File: src/rtl/instr_fetch_unit.sv
// -----------------------------------------------------------------------------
// instr_fetch_unit
//   Holds the PC and fetches one instruction at a time from instruction memory
//   over a req/ready handshake. It then presents that instruction to decode over
//   a valid/ready handshake. When the instruction retires, the unit computes the
//   next PC from the controller's jump/condition outputs and the operands.
//
// Ports
//   i_clk, i_rst      rising-edge clock, asynchronous active-high reset
//   o_imem_req        fetch request (asserted in FETCH)
//   o_imem_addr       fetch address, equals o_pc
//   i_imem_ready      i_imem_rdata valid this cycle (sampled only in FETCH)
//   i_imem_rdata      fetched instruction word
//   o_inst            held instruction
//   o_inst_valid      o_inst awaits retirement (ISSUE)
//   i_inst_ready      execute retires o_inst this cycle (sampled only in ISSUE)
//   o_pc, o_pc_plus4  address of o_inst and that address + 4 (mod 2^32)
//   i_jump            Jump decoded for o_inst
//   i_condition       branch condition decoded for o_inst
//   i_rs_data         GPR[Rs] of o_inst
//   i_rt_data         GPR[Rt] of o_inst
// -----------------------------------------------------------------------------
module instr_fetch_unit #(
   parameter logic [31:0] RESET_PC = 32'h0000_0000,
   parameter int          DATA_W   = 32
) (
   input  logic              i_clk,
   input  logic              i_rst,
   output logic              o_imem_req,
   output logic [DATA_W-1:0] o_imem_addr,
   input  logic              i_imem_ready,
   input  logic [DATA_W-1:0] i_imem_rdata,
   output logic [DATA_W-1:0] o_inst,
   output logic              o_inst_valid,
   input  logic              i_inst_ready,
   output logic [DATA_W-1:0] o_pc,
   output logic [DATA_W-1:0] o_pc_plus4,
   input  logic              i_jump,
   input  logic [2:0]        i_condition,
   input  logic [DATA_W-1:0] i_rs_data,
   input  logic [DATA_W-1:0] i_rt_data
);

   typedef enum logic [1:0] {
      IDLE  = 2'd0,
      FETCH = 2'd1,
      ISSUE = 2'd2
   } state_t;

   state_t            r_state;
   state_t            w_state_nxt;
   logic [DATA_W-1:0] r_pc;
   logic [DATA_W-1:0] r_inst;
   logic [DATA_W-1:0] w_pc_plus4;
   logic [DATA_W-1:0] w_br_tgt;
   logic [DATA_W-1:0] w_j_tgt;
   logic [DATA_W-1:0] w_next_pc;
   logic              w_taken;
   logic              w_rs_neg;
   logic              w_rs_zero;
   logic              w_fetch_done;
   logic              w_retire;

   assign w_fetch_done = (r_state == FETCH) && i_imem_ready;
   assign w_retire     = (r_state == ISSUE) && i_inst_ready;

   // Target arithmetic wraps modulo 2^32 naturally in 32-bit adders.
   assign w_pc_plus4 = r_pc + 32'd4;
   assign w_br_tgt   = w_pc_plus4 + {{14{r_inst[15]}}, r_inst[15:0], 2'b00};
   assign w_j_tgt    = {w_pc_plus4[31:28], r_inst[25:0], 2'b00};

   // Signed compares against zero reduce to sign bit and zero detect.
   assign w_rs_neg  = i_rs_data[DATA_W-1];
   assign w_rs_zero = (i_rs_data == 32'd0);

   // Branch condition decode; the reserved code never branches.
   always_comb begin
      w_taken = 1'b0;
      case (i_condition)
         3'b000:  w_taken = 1'b0;
         3'b001:  w_taken = (i_rs_data == i_rt_data);
         3'b010:  w_taken = (i_rs_data != i_rt_data);
         3'b011:  w_taken = ~w_rs_neg;
         3'b100:  w_taken = ~w_rs_neg & ~w_rs_zero;
         3'b101:  w_taken = w_rs_neg | w_rs_zero;
         3'b110:  w_taken = w_rs_neg;
         default: w_taken = 1'b0;
      endcase
   end

   // Next-PC select: jump outranks a taken branch.
   always_comb begin
      w_next_pc = w_pc_plus4;
      if (i_jump) begin
         w_next_pc = w_j_tgt;
      end else if (w_taken) begin
         w_next_pc = w_br_tgt;
      end else begin
         w_next_pc = w_pc_plus4;
      end
   end

   // FSM next-state logic.
   always_comb begin
      w_state_nxt = r_state;
      case (r_state)
         IDLE:    w_state_nxt = FETCH;
         FETCH:   w_state_nxt = i_imem_ready ? ISSUE : FETCH;
         ISSUE:   w_state_nxt = i_inst_ready ? FETCH : ISSUE;
         default: w_state_nxt = IDLE;
      endcase
   end

   // State, PC and instruction registers.
   always_ff @(posedge i_clk or posedge i_rst) begin
      if (i_rst) begin
         r_state <= IDLE;
         r_pc    <= RESET_PC;
         r_inst  <= 32'd0;
      end else begin
         r_state <= w_state_nxt;
         if (w_fetch_done) begin
            r_inst <= i_imem_rdata;
         end
         if (w_retire) begin
            r_pc <= w_next_pc;
         end
      end
   end

   assign o_imem_req   = (r_state == FETCH);
   assign o_imem_addr  = r_pc;
   assign o_inst       = r_inst;
   assign o_inst_valid = (r_state == ISSUE);
   assign o_pc         = r_pc;
   assign o_pc_plus4   = w_pc_plus4;

endmodule

File: config.mk
export PLATFORM = sky130hd
export DESIGN_NAME = instr_fetch_unit
export DESIGN_NICKNAME = d
export VERILOG_FILES = /design/src/rtl/instr_fetch_unit.sv
export SDC_FILE = /design/constraint.sdc
export NUM_CORES = 1
export LEC_CHECK = 0
export BUFFER_PORTS_ARGS = -buffer_cell sky130_fd_sc_hd__buf_4
export CORE_MARGIN = 3
export CORE_UTILIZATION = 54
export DETAILED_ROUTE_END_ITERATION = 12
export MAX_ROUTING_LAYER = met4
export PLACE_DENSITY_LB_ADDON = 0.3
export SLEW_MARGIN = 20
export SYNTH_ARGS = -nofsm -noshare
export SYNTH_HDL_FRONTEND = slang
export SYNTH_SLANG_ARGS = --single-unit
File: constraint.sdc
create_clock -name i_clk -period 6.3 [get_ports i_clk]
set_input_delay 0.945 -clock i_clk [delete_from_list [all_inputs] [get_ports i_clk]]
set_output_delay 0.945 -clock i_clk [all_outputs]
set_load 0.02 [all_outputs]
# --- After elaboration in Yosys (flattened, before gate mapping) ---
# Cells that the tools add are included.
word_totals:
  reg_bits: 66
  inputBits: 104
  output_inout_bits: 130
  elab_cells: 29
op_classes:
  addsub: 2
  n_eq_ne: 10
  mux: 6
  bitwise: 4
  reduce_logical: 4
op_table:
  columns: ["cell", "n"]
  rows:
  - ["$mux W32", 2]
  - ["$add A32 B3 Y32 const B", 1]
  - ["$add A32 B32 Y32", 1]
  - ["$eq A32 B32 Y1", 1]
  - ["$logic_not A32 Y1", 1]
  - ["$ne A32 B32 Y1", 1]
  - ["$eq A3 B3 Y1 const B", 3]
  - ["$eq A3 B2 Y1 const B", 2]
  - ["$pmux W1 S6", 1]
  - ["$pmux W2 S3", 1]
  - ["$mux W2", 2]
  - ["$eq A3 B1 Y1 const B", 1]
  - ["$eq A2 B1 Y1 const B", 1]
  - ["$eq A2 B2 Y1 const B", 1]
  - ["$logic_and A1 B1 Y1", 2]
  - ["$logic_not A2 Y1", 1]
  - ["$not A1 Y1", 2]
  - ["$and A1 B1 Y1", 1]
  - ["$or A1 B1 Y1", 1]

# --- Depth between registers and ports, before layout ---
# Gate-level depths: netlist (run 1).
depth:
  depth_word: 6
  ltp_mapped: 16

# --- Least setup slack after synthesis (run 1) ---
# OpenSTA, ideal clock, no wires.
synth_timing:
  path_type: "reg2reg"
  from: "register r_pc[2], in the netlist o_imem_addr[2]"
  to: "register r_pc[28], in the netlist o_imem_addr[28]"
  setup_time_ps: 128
  t_arrival_ps: 3705
  t_required_ps: 6172
  slack_ps: 2467
  stages_incl_launch_ff: 16
  path_buffers: 1
  synth_period_minus_slack_ps: 3833
  cell_sequence: "dfrtp_1 ha_1 nand2_1 nor2_1 nand4_1 nand2b_1 xnor2_1 ha_1 clkbuf_1 a21o_1 a21o_1 a21o_1 a21o_1 a211oi_1 mux2i_1 nand3_1"
synth_between:
  elab_chain_len: 4
synth_lines:
  columns: ["item", "line_no", "text"]
  rows:
  - ["start: declaration", "52", "logic [DATA_W-1:0] r_pc;"]
  - ["start signal: assignment", "126", "r_pc <= w_next_pc;"]
  - ["$add A32 B3 Y32", "68", "assign w_pc_plus4 = r_pc + 32'd4;"]
  - ["via o_pc_plus4[22]", "37", "output logic [DATA_W-1:0] o_pc_plus4,"]
  - ["$add A32 B32 Y32", "69", "assign w_br_tgt = w_pc_plus4 + {{14{r_inst[15]}}, r_inst[15:0], 2'b00};"]
  - ["$mux W32", "96", "end else if (w_taken) begin"]
  - ["$mux W32", "94", "if (i_jump) begin"]
# The timed path passes the listed nets, and every way through them passes these cells.
# A chain may end at the register's enable or synchronous reset.

# --- Final worst setup path (run 1) ---
layout_timing:
  from: "register r_pc[2], in the netlist o_imem_addr[2]"
  to: "register r_pc[31], in the netlist o_imem_addr[31]"
layout_between:
  elab_chain_len: 4
layout_lines:
  columns: ["item", "line_no"]
  rows:
  - ["$add A32 B3 Y32 *", "68"]
  - ["$add A32 B32 Y32", "69"]
  - ["$mux W32", "96"]
  - ["$mux W32 *", "94"]
# Mark *: on every way between the ends. The rest lies on a longest branch, timed or not.

==> results of run 1 <==
## cell usage after synthesis (6+ instances only)
master	number
a211oi_1	6
a21o_1	23
a21oi_1	36
a31oi_1	10
and4_1	6
buf_4	37
clkbuf_1	21
dfrtp_1	64
ha_1	36
inv_1	16
mux2_2	39
mux2i_1	13
nand2_1	61
nand2b_1	7
nand3_1	27
nand4_1	13
nor2_1	35
nor2b_1	6
nor3_1	14
nor4_1	18
o21a_1	8
o21ai_0	41
xnor2_1	33
xor2_1	47
## path summary, 6_finish.rpt
kind                                          endpoint  slack [ns]  cells after the start
max in group asynchronous       o_inst[12]$_DFFE_PP0P_        4.89                      3
min reg2reg                       r_state[0]$_DFF_PP0_        0.51                      1
max                        o_imem_addr[31]$_DFFE_PP0P_        2.22                     13
min in group asynchronous       o_inst[28]$_DFFE_PP0P_        0.84                      3
max reg2reg                o_imem_addr[31]$_DFFE_PP0P_        2.22                     13
min                               r_state[0]$_DFF_PP0_        0.51                      1
## per-stage QoR
stage	power, W	instance area (sq um)	hold slack [ns]
2_1_floorplan	0.003267	5984	0.4551
3_3_place_gp	0.004229	7495	0.4768
3_5_place_dp	0.004325	7495	0.4969
4_1_cts	0.004697	7677	0.5085
5_1_grt	0.005058	7677	0.5231
6_report	0.004730	7677	0.5092
## metal layers
metal | vias up | GRT usage (%)
li1 | 2828 | -
met5 | - | -
met4 | 0 | 11.03
met2 | 331 | 55.66
met1 | 2944 | 39.32
met3 | 58 | 5.622
## state kept, by name, indices dropped and copies added (netlist names)
signal,cells
o_inst,32
o_imem_addr,30
r_state,2
## area by class of cell
| cell class | count | area share, % |
|---|---|---|
| Clock inverter | 5 | 0.4074 |
| Tap cell | 136 | 2.216 |
| Timing Repair Buffer | 231 | 22.59 |
| Multi-Input combinational cell | 550 | 51.11 |
| Clock buffer | 11 | 1.972 |
| Inverter | 17 | 0.8475 |
| Sequential cell | 64 | 20.86 |
## power groups by stage
stage / Combinational (W) / Sequential [W] / Clock, W
2_1_floorplan: 0.00218 / 0.00108 / 0
3_3_place_gp: 0.00331 / 0.000916 / 0
3_5_place_dp: 0.00339 / 0.000935 / 0
4_1_cts: 0.00343 / 0.000929 / 0.000339
5_1_grt: 0.00373 / 0.000973 / 0.000357
6_report: 0.00345 / 0.000937 / 0.000338
## critical path: stages, from the launching register on
cell       delay (ns)
dfrtp_1          0.46
ha_1             0.27
nand2_1          0.07
nor2_1           0.36
nand4_1          0.36
nor2_1           0.46
nand3_1          0.16
xnor2_1          0.34
ha_1             0.37
a21o_1           0.21
or2_2            0.30
o221a_2          0.26
o2111ai_1        0.22
o211ai_1         0.13
## logic make-up after synthesis
family | after synthesis | synth area share, %
multiplexers | 52 | 9.543
other | 1 | 0.06286
buffers and inverters | 80 | 7.697
AND/OR/NAND/NOR | 209 | 18.12
adder cells (fa/ha/maj) | 37 | 7.886
AO/OA/AOI/OAI | 165 | 17.83
flip-flops | 64 | 26.85
XOR/XNOR | 81 | 12.02
==> flow_summary.yaml, run 1 <==
min_path:
  hp-start: "r_state[1]$_DFF_PP0_"
  hold_path.class: "register to register"
routing:
  firstDrtPassIters: 5
  drt-met1-wl_um: 7918
  wire_per_inst_um: 20.11
  drt-total-wl_um: 20390
  drc: 0
  drt_iter0_markers: 430
  drtAntennaViolNets: 0
  via_count: 6161
  viasPerCell: 6.076
  routed-wl-met3_um: 1635
  wl_met2_um: 10210
  top_layer_used: "met4"
timing:
  drv_slew: 0
  fin_crit_sh_pct: 64.77
  hold_viol: 0
  setup_slack_ns: 2.220
  slew_headroom_pct: 29.30
  finalSetupViolations: 0
  tightest_slew_ns: 1.060
  grt_setup_unrepaired: "no"
  fmax_ghz: 0.2451
  fin_crit_ns: 4.080
  setup_tns_ns: 0
  skew_ns: 0.01200
synth:
  yosysSeqAreaShare_pct: 26.85
  synthCells: 689
  async_reset_ff_share_pct: 100.0
  syn_avg_cell_area_sq_um: 8.659
  netlist_area_sq_um: 5966
  yosysUniqueCellTypes: 61
  synth_top_area_share_pct: 26.85
  synth.area.top_cells: "dfrtp_1, ha_1, mux2_2"
  yosysWarnings: 0
  yosys.area.top_type: "dfrtp_1"
  synth-edff-count: 0
  ys_ff_latch: 64
  synthFlopType: "dfrtp_1"
clocking:
  clock_latency_ns: 0.36
  tritoncts: "done"
  numCtsBuffers: 9
  cts.sinks: 64
  cts_hold_buf: 0
  cts_setup_buffers: 0
  cts_max_level: 3
  clkTransAtPathRegs_ns: 0.08
  cts_resized: 0
  cts_root_buf: "clkbuf_8"
  cts_max_path_buffers: 2
pwr:
  vdd.ir_drop.worst_v: 0.0003961
  p_clk_share_pct: 7.1
  pwr-share-comb_pct: 73.0
  switching_power_w: 0.002463
  internal_power_w: 0.002268
  swShare_pct: 52.06
  power_frac_seq_pct: 19.8
  power.density_nw_per_um2: 616.1
  leakage_nw: 3.714
floorplanning:
  io_pins: 234
  die-area_sq_um: 12340
  start_util_pct: 56.52
  die_y_um: 111.1
  die_w_um: 111.1
  core.rowCount: 37
  core_sq_um: 10560
cells_and_area:
  fin_cells: 1014
  final_cell_mix: "buf_4, dfrtp_1, nand2_1"
  utilization_pct: 72.74
  multi_input_area_sq_um: 3924
  area.sequential_sq_um: 1602
  num-nets-final: 1014
  layout_commonest_cell: "buf_4"
  layout-drive-gt1-share_pct: 33.83
  final.fill_count: 776
  n_antenna_cell: 0
  syn2layout_area_growth_pct: 28.69
placed_design:
  numPlacedInstances: 998
  hpwl_um: 15800
  dp_slack_ns: 2.366
  io_buffers: 227
  gp_congestion: 1.020
setup_path:
  critPathMaxFanout: 6
  cp-start-kind: "register"
  r2r_start: "o_imem_addr[2]$_DFFE_PP0P_"
  crit_arrival_ns: 4.32
  required_ns: 6.53
  worstSetupPathType: "register to register"
  cp-end-kind: "register"
  cp-startpoint: "o_imem_addr[2]$_DFFE_PP0P_"
run_status:
  status: "finished clean"
grt:
  grt_max_degree: 65
  grt-ovfl-total: 0
  grt_pass1_vias: 6177
  antenna_found_initial: 0
  track_usage_pct: 32.67
  grt_pass1_wl_um: 31820
run:
  cap_violations: 0
(Power assumes the default switching activity.)
==> run 2, diff against run 1 <==
Settings changed: CORE_UTILIZATION 54 to 45.
Clock period 6.3 ns to 3.4 ns, I/O delays scaled along.
==> run 2 against run 1 <==
Compared with the run above: critical path type unchanged; via count increased by 1.8%; critical endpoint is now o_imem_addr[27]$_DFFE_PP0P_; fmax increased by 25%; largest cell class unchanged; cell area increased by 17%; non-clock buffer count increased by 87; flip-flop and latch count unchanged.
==> flow_summary.yaml, run 2 (synthesized netlist as in run 1, its figures left out) <==
floorplanning:
  io_pins: 234
  die-area_sq_um: 14670
  die_w_um: 121.1
  die_y_um: 121.1
  core_sq_um: 12770
  start_util_pct: 46.70
  core.rowCount: 41
setup_path:
  cp_slowest_cell: "dfrtp_2"
  rrSetupSlack_ns: 0.13
  worstSetupPathType: "register to register"
  slowest_delay_ns: 0.42
  crit_path_cell_trace: "ha_4, nand2_1, nor2_4, nand4_1, buf_4, nand2b_4, xnor2_4, ha_1, a21o_1, o21bai_1, nor2_1, a21boi_0, nor3_1, o31ai_1, a221o_1"
  critPathMaxFanout: 6
  path_buf_inv: 1
  crit_arrival_ns: 3.50
  cp-start-kind: "register"
  cp-startpoint: "o_imem_addr[2]$_DFFE_PP0P_"
  cp-end-kind: "register"
  required_ns: 3.63
  crit_family: "compound AO/OA/AOI/OAI gates"
  r2r_start: "o_imem_addr[2]$_DFFE_PP0P_"
clocking:
  numCtsBuffers: 9
  clkTransAtPathRegs_ns: 0.07
  cts_max_path_buffers: 2
  cts_max_level: 3
  clock_latency_ns: 0.35
  cts.sinks: 64
  tritoncts: "done"
  cts_root_buf: "clkbuf_16"
cells_and_area:
  multi_input_area_sq_um: 4339
  final.fill_count: 1033
  num-nets-final: 1101
  fin_cells: 1137
  final_cell_mix: "buf_4, nand2_1, dfrtp_1"
  largest_reg_flops: 32
  utilization_pct: 70.11
  syn2layout_area_growth_pct: 50.13
  n_antenna_cell: 0
  layout-drive-gt1-share_pct: 46.42
  layout_commonest_cell: "buf_4"
  area.sequential_sq_um: 1614
timing:
  hold_viol: 0
  grt_setup_unrepaired: "yes"
  setup_slack_ns: 0.1269
  fmax_ghz: 0.3055
  slew_headroom_pct: 33.23
  fin_crit_sh_pct: 96.27
  skew_ns: 0.01389
  whs_ns: 0.08847
  setup_tns_ns: 0
  finalSetupViolations: 0
  drv_slew: 0
  fin_crit_ns: 3.273
  tightest_slew_ns: 1.002
routing:
  viasPerCell: 5.518
  drt-total-wl_um: 20540
  firstDrtPassIters: 5
  drc: 0
  via_count: 6274
  drtAntennaViolNets: 0
  wire_per_inst_um: 18.07
  drt_iter0_markers: 451
grt:
  antenna_found_initial: 0
  track_usage_pct: 27.56
  grt_max_degree: 57
  grt_pass1_vias: 5901
  grt-ovfl-total: 0
  grt_pass1_wl_um: 31080
placed_design:
  gp_congestion: 0.9623
  io_buffers: 227
  dp_slack_ns: -0.02663
  hpwl_um: 15750
  numPlacedInstances: 1112
pwr:
  leakage_nw: 4.305
  power.density_nw_per_um2: 1148
  vdd.ir_drop.worst_v: 0.0006634
run_status:
  status: "finished clean"
run:
  cap_violations: 0
min_path:
  hold_path.class: "input port to asynchronous set/reset pin"
-- run 2: changes by cell type in the layout (fill, tap and decap cells not counted), sizes merged --
cell	change
bufinv	+1
clkinv	-1
buf	+87
-- run 2: worst paths after layout --
kind / end / cells past startpoint
worst min-delay path: o_inst[20]$_DFFE_PP0P_ / 2
worst max register to register: o_imem_addr[27]$_DFFE_PP0P_ / 15
worst max-delay path: o_imem_addr[27]$_DFFE_PP0P_ / 15
worst min register to register: r_state[0]$_DFF_PP0_ / 1
min in group i_clk: r_state[0]$_DFF_PP0_ / 2
max in group asynchronous: o_imem_addr[10]$_DFFE_PP0P_ / 3
-- run 2: final cells by class --
| cell class | count | area share (%) |
|---|---|---|
| Clock buffer | 11 | 2.710 |
| Inverter | 17 | 0.7265 |
| Timing Repair Buffer | 318 | 27.06 |
| Clock inverter | 5 | 0.6287 |
| Tap cell | 172 | 2.403 |
| Sequential cell | 64 | 18.02 |
| Multi-Input combinational cell | 550 | 48.45 |
-- run 2: metal layers --
layer / track usage (%) / vias to the layer above / part of all wire (%)
li1: - / 3007 / -
met1: 36.67 / 2991 / 43
met2: 44.91 / 248 / 50
met3: 2.844 / 28 / 5.7
met4: 7.913 / 0 / 1.6
met5: - / - / 0
-- run 2: through the flow --
stage                     power [W]  cell area, sq um
final                       0.01028              8956
after global routing        0.01100              8956
after CTS                  0.009764              8603
after detailed placement   0.008763              8295
after global placement     0.008698              8295
after floorplan            0.006156              6131
-- run 2: power by group --
| group | internal [W] | total (W) | switching, W | leakage, nW |
|---|---|---|---|---|
| clock | 0.000586 | 0.000954 | 0.000368 | 0.145 |
| combinational | 0.00367 | 0.00772 | 0.00405 | 3.40 |
| sequential | 0.00114 | 0.00161 | 0.000467 | 0.755 |
| total | 0.00540 | 0.0103 | 0.00489 | 4.30 |
-- run 2: timing repair --
action,CTS,global route
setup buffers,0,9
setup endpoints to repair,2,12
resized for setup,1,51
gates cloned,0,0
pin swaps,0,39
hold buffers,0,0
==> run 3, diff against run 2 <==
Settings changed: ABC_AREA from default to 1, CORE_UTILIZATION 45 to 48.
==> run 3 against run 2 <==
Compared with the run above: global-route usage rose by 1.6 points; worst hold slack improved by 0.18 ns; critical path depth rose by 4; via count rose by 25%; count of clock-buffer cells in the layout did not move; first-iteration DRC count rose by 58%; setup slack got worse by 0.043 ns; flip-flop and latch count did not move; synthesized cell count rose by 65%; clock skew fell by 0.0050 ns; critical path type unchanged.
==> flow_summary.yaml, run 3 <==
run_status:
  status: "finished clean"
setup_path:
  r2r_start: "o_imem_addr[4]$_DFFE_PP0P_"
  cp_num_cells: 19
  crit_path_cell_trace: "buf_4, inv_1, nor3_1, and3_1, xor2_1, inv_1, ha_1, nand2_1, inv_1, a21oi_1, nand3_1, nand3_1, nand2_1, nand2_1, nand2_1, inv_1, nand3_1, nand3_1, nand2_1"
  slowest_delay_ns: 0.43
  worst-r2r-cell-count: 19
  crit_arrival_ns: 3.54
  required_ns: 3.62
  critPathMaxFanout: 4
  cp-start-kind: "register"
  cp_slowest_cell: "dfrtp_1"
  rrSetupSlack_ns: 0.08
  path_buf_inv: 5
  path_common_cell: "nand2_1"
  worstSetupPathType: "register to register"
  crit_family: "simple AND/OR/NAND/NOR gates"
  cp-end-kind: "register"
  rr_endpoint: "o_imem_addr[30]$_DFFE_PP0P_"
floorplanning:
  die_w_um: 128.1
  core.rowCount: 43
  die_y_um: 128.1
  die-area_sq_um: 16400
  core_sq_um: 14200
  io_pins: 234
  start_util_pct: 50.34
routing:
  viasPerCell: 5.159
  firstDrtPassIters: 6
  drc: 0
  drtAntennaViolNets: 0
  drt-total-wl_um: 23720
  via_count: 7868
  drt_iter0_markers: 711
  wire_per_inst_um: 15.55
cells_and_area:
  n_antenna_cell: 0
  design_area_sq_um: 9326
  fin_cells: 1525
  multi_input_area_sq_um: 4592
  largest_reg_flops: 32
  syn2layout_area_growth_pct: 30.43
  num-nets-final: 1483
  layout-drive-gt1-share_pct: 26.54
  area.sequential_sq_um: 1609
  final.fill_count: 1343
  utilization_pct: 65.66
  final_cell_mix: "nand2_1, buf_4, inv_1"
  layout_commonest_cell: "nand2_1"
synth:
  synth-edff-count: 0
  syn_avg_cell_area_sq_um: 6.278
  yosysUniqueCellTypes: 37
  async_reset_ff_share_pct: 100.0
  synth_commonest_cells: "nand2_1, inv_1, nand3_1"
  netlist_area_sq_um: 7151
  yosys.area.top_type: "dfrtp_1"
  ys_ff_latch: 64
  synthFlopType: "dfrtp_1"
  yosysWarnings: 0
  synthCells: 1139
  yosysSeqAreaShare_pct: 22.40
  synth.area.top_cells: "dfrtp_1, nand2_1, inv_1"
  synth.most_common_cell: "nand2_1"
  synth_top_area_share_pct: 22.40
clocking:
  clkTransAtPathRegs_ns: 0.06
  numCtsBuffers: 9
  clock_latency_ns: 0.34
  cts_max_level: 3
  tritoncts: "done"
  cts_root_buf: "clkbuf_16"
  cts_max_path_buffers: 2
  cts_hold_buf: 0
  cts.sinks: 64
grt:
  grt_pass1_wl_um: 37380
  antenna_found_initial: 0
  track_usage_pct: 29.13
  grt_max_degree: 49
  grt_pass1_vias: 7602
  grt-ovfl-total: 0
pwr:
  power.density_nw_per_um2: 1190
  leakage_nw: 5.290
  vdd.ir_drop.worst_v: 0.0007756
run:
  cap_violations: 0
placed_design:
  postPlaceCellArea_sq_um: 8845
  io_buffers: 227
  numPlacedInstances: 1510
  gp_congestion: 1.001
  dp_slack_ns: 0.04235
  hpwl_um: 18610
timing:
  finalSetupViolations: 0
  skew_ns: 0.008838
  slew_headroom_pct: 32.68
  setup_tns_ns: 0
  tightest_slew_ns: 1.010
  fin_crit_ns: 3.316
  fmax_ghz: 0.3015
  grt_setup_unrepaired: "yes"
  fin_crit_sh_pct: 97.54
  setup_slack_ns: 0.08376
  hold_viol: 0
  drv_slew: 0
min_path:
  hold_path.class: "input port to asynchronous set/reset pin"
run 3: changes by cell type after synthesis, moves of 8 or more:
cell,delta
mux2i_1,-13
xor2_1,-14
o21a_1,-8
nand2_1,+279
nor2_1,+50
clkbuf_1,-9
nor4_1,-17
a31oi_1,-9
mux2_2,-9
o21ai_0,-37
a21oi_1,+41
nand3_1,+79
inv_1,+186
a21o_1,-21
run 3: routing by layer:
| layer | vias to the layer above | global-route usage, % | routed length [um] |
|---|---|---|---|
| met2 | 356 | 48.58 | 11500 |
| met1 | 3578 | 36.34 | 9833 |
| met5 | - | - | 0 |
| li1 | 3898 | - | - |
| met4 | 0 | 8.926 | 536 |
| met3 | 36 | 4.708 | 1848 |
run 3: metrics by stage:
step | total power [W] | hold WS (ns)
after floorplan | 0.007151 | 0.4575
after global placement | 0.009630 | 0.4910
after detailed placement | 0.009685 | 0.4960
after CTS | 0.01072 | 0.2789
after global routing | 0.01199 | 0.3190
final | 0.01110 | 0.2645
run 3: what timing repair did:
action | 4_1_cts | 5_1_grt
endpoints found under the setup margin | 0 | 16
resized for setup | 0 | 42
setup buffers | 0 | 1
run 3: how the worst max path moves through the flow:
stage / slack (ns) / end / from
5_1_grt: -0.07 / o_imem_addr[31]$_DFFE_PP0P_ / o_imem_addr[2]$_DFFE_PP0P_
3_3_place_gp: 0.11 / o_imem_addr[30]$_DFFE_PP0P_ / o_imem_addr[2]$_DFFE_PP0P_
2_1_floorplan: 0.28 / o_imem_addr[31]$_DFFE_PP0P_ / o_imem_addr[3]$_DFFE_PP0P_
6_report: 0.08 / o_imem_addr[30]$_DFFE_PP0P_ / o_imem_addr[4]$_DFFE_PP0P_
4_1_cts: 0.02 / o_imem_addr[31]$_DFFE_PP0P_ / o_imem_addr[2]$_DFFE_PP0P_
3_5_place_dp: 0.04 / o_imem_addr[31]$_DFFE_PP0P_ / o_imem_addr[2]$_DFFE_PP0P_
run 3: cell type report:
class,instances,area share (%)
clock buffer,11,2.710
clock inverter,3,0.4561
inverter,204,8.210
multi-input combinational,818,49.24
sequential,64,17.25
tap,180,2.415
timing repair buffer,245,19.72
run 3: cells by family (layout without fill, tap and decap cells):
family	count (synthesis)	after routing	synth area share [%]
other	1	6	0.05244
buffers and inverters	262	463	16.08
flip-flops	64	64	22.40
XOR/XNOR	65	65	7.962
AND/OR/NAND/NOR	588	588	35.38
adder cells (fa/ha/maj)	37	37	6.579
multiplexers	30	30	4.724
AO/OA/AOI/OAI	92	92	6.824
run 3: power by group:
part / internal (W) / switching [W]
clock: 0.000598 / 0.000363
sequential: 0.00114 / 0.000560
combinational: 0.00324 / 0.00519
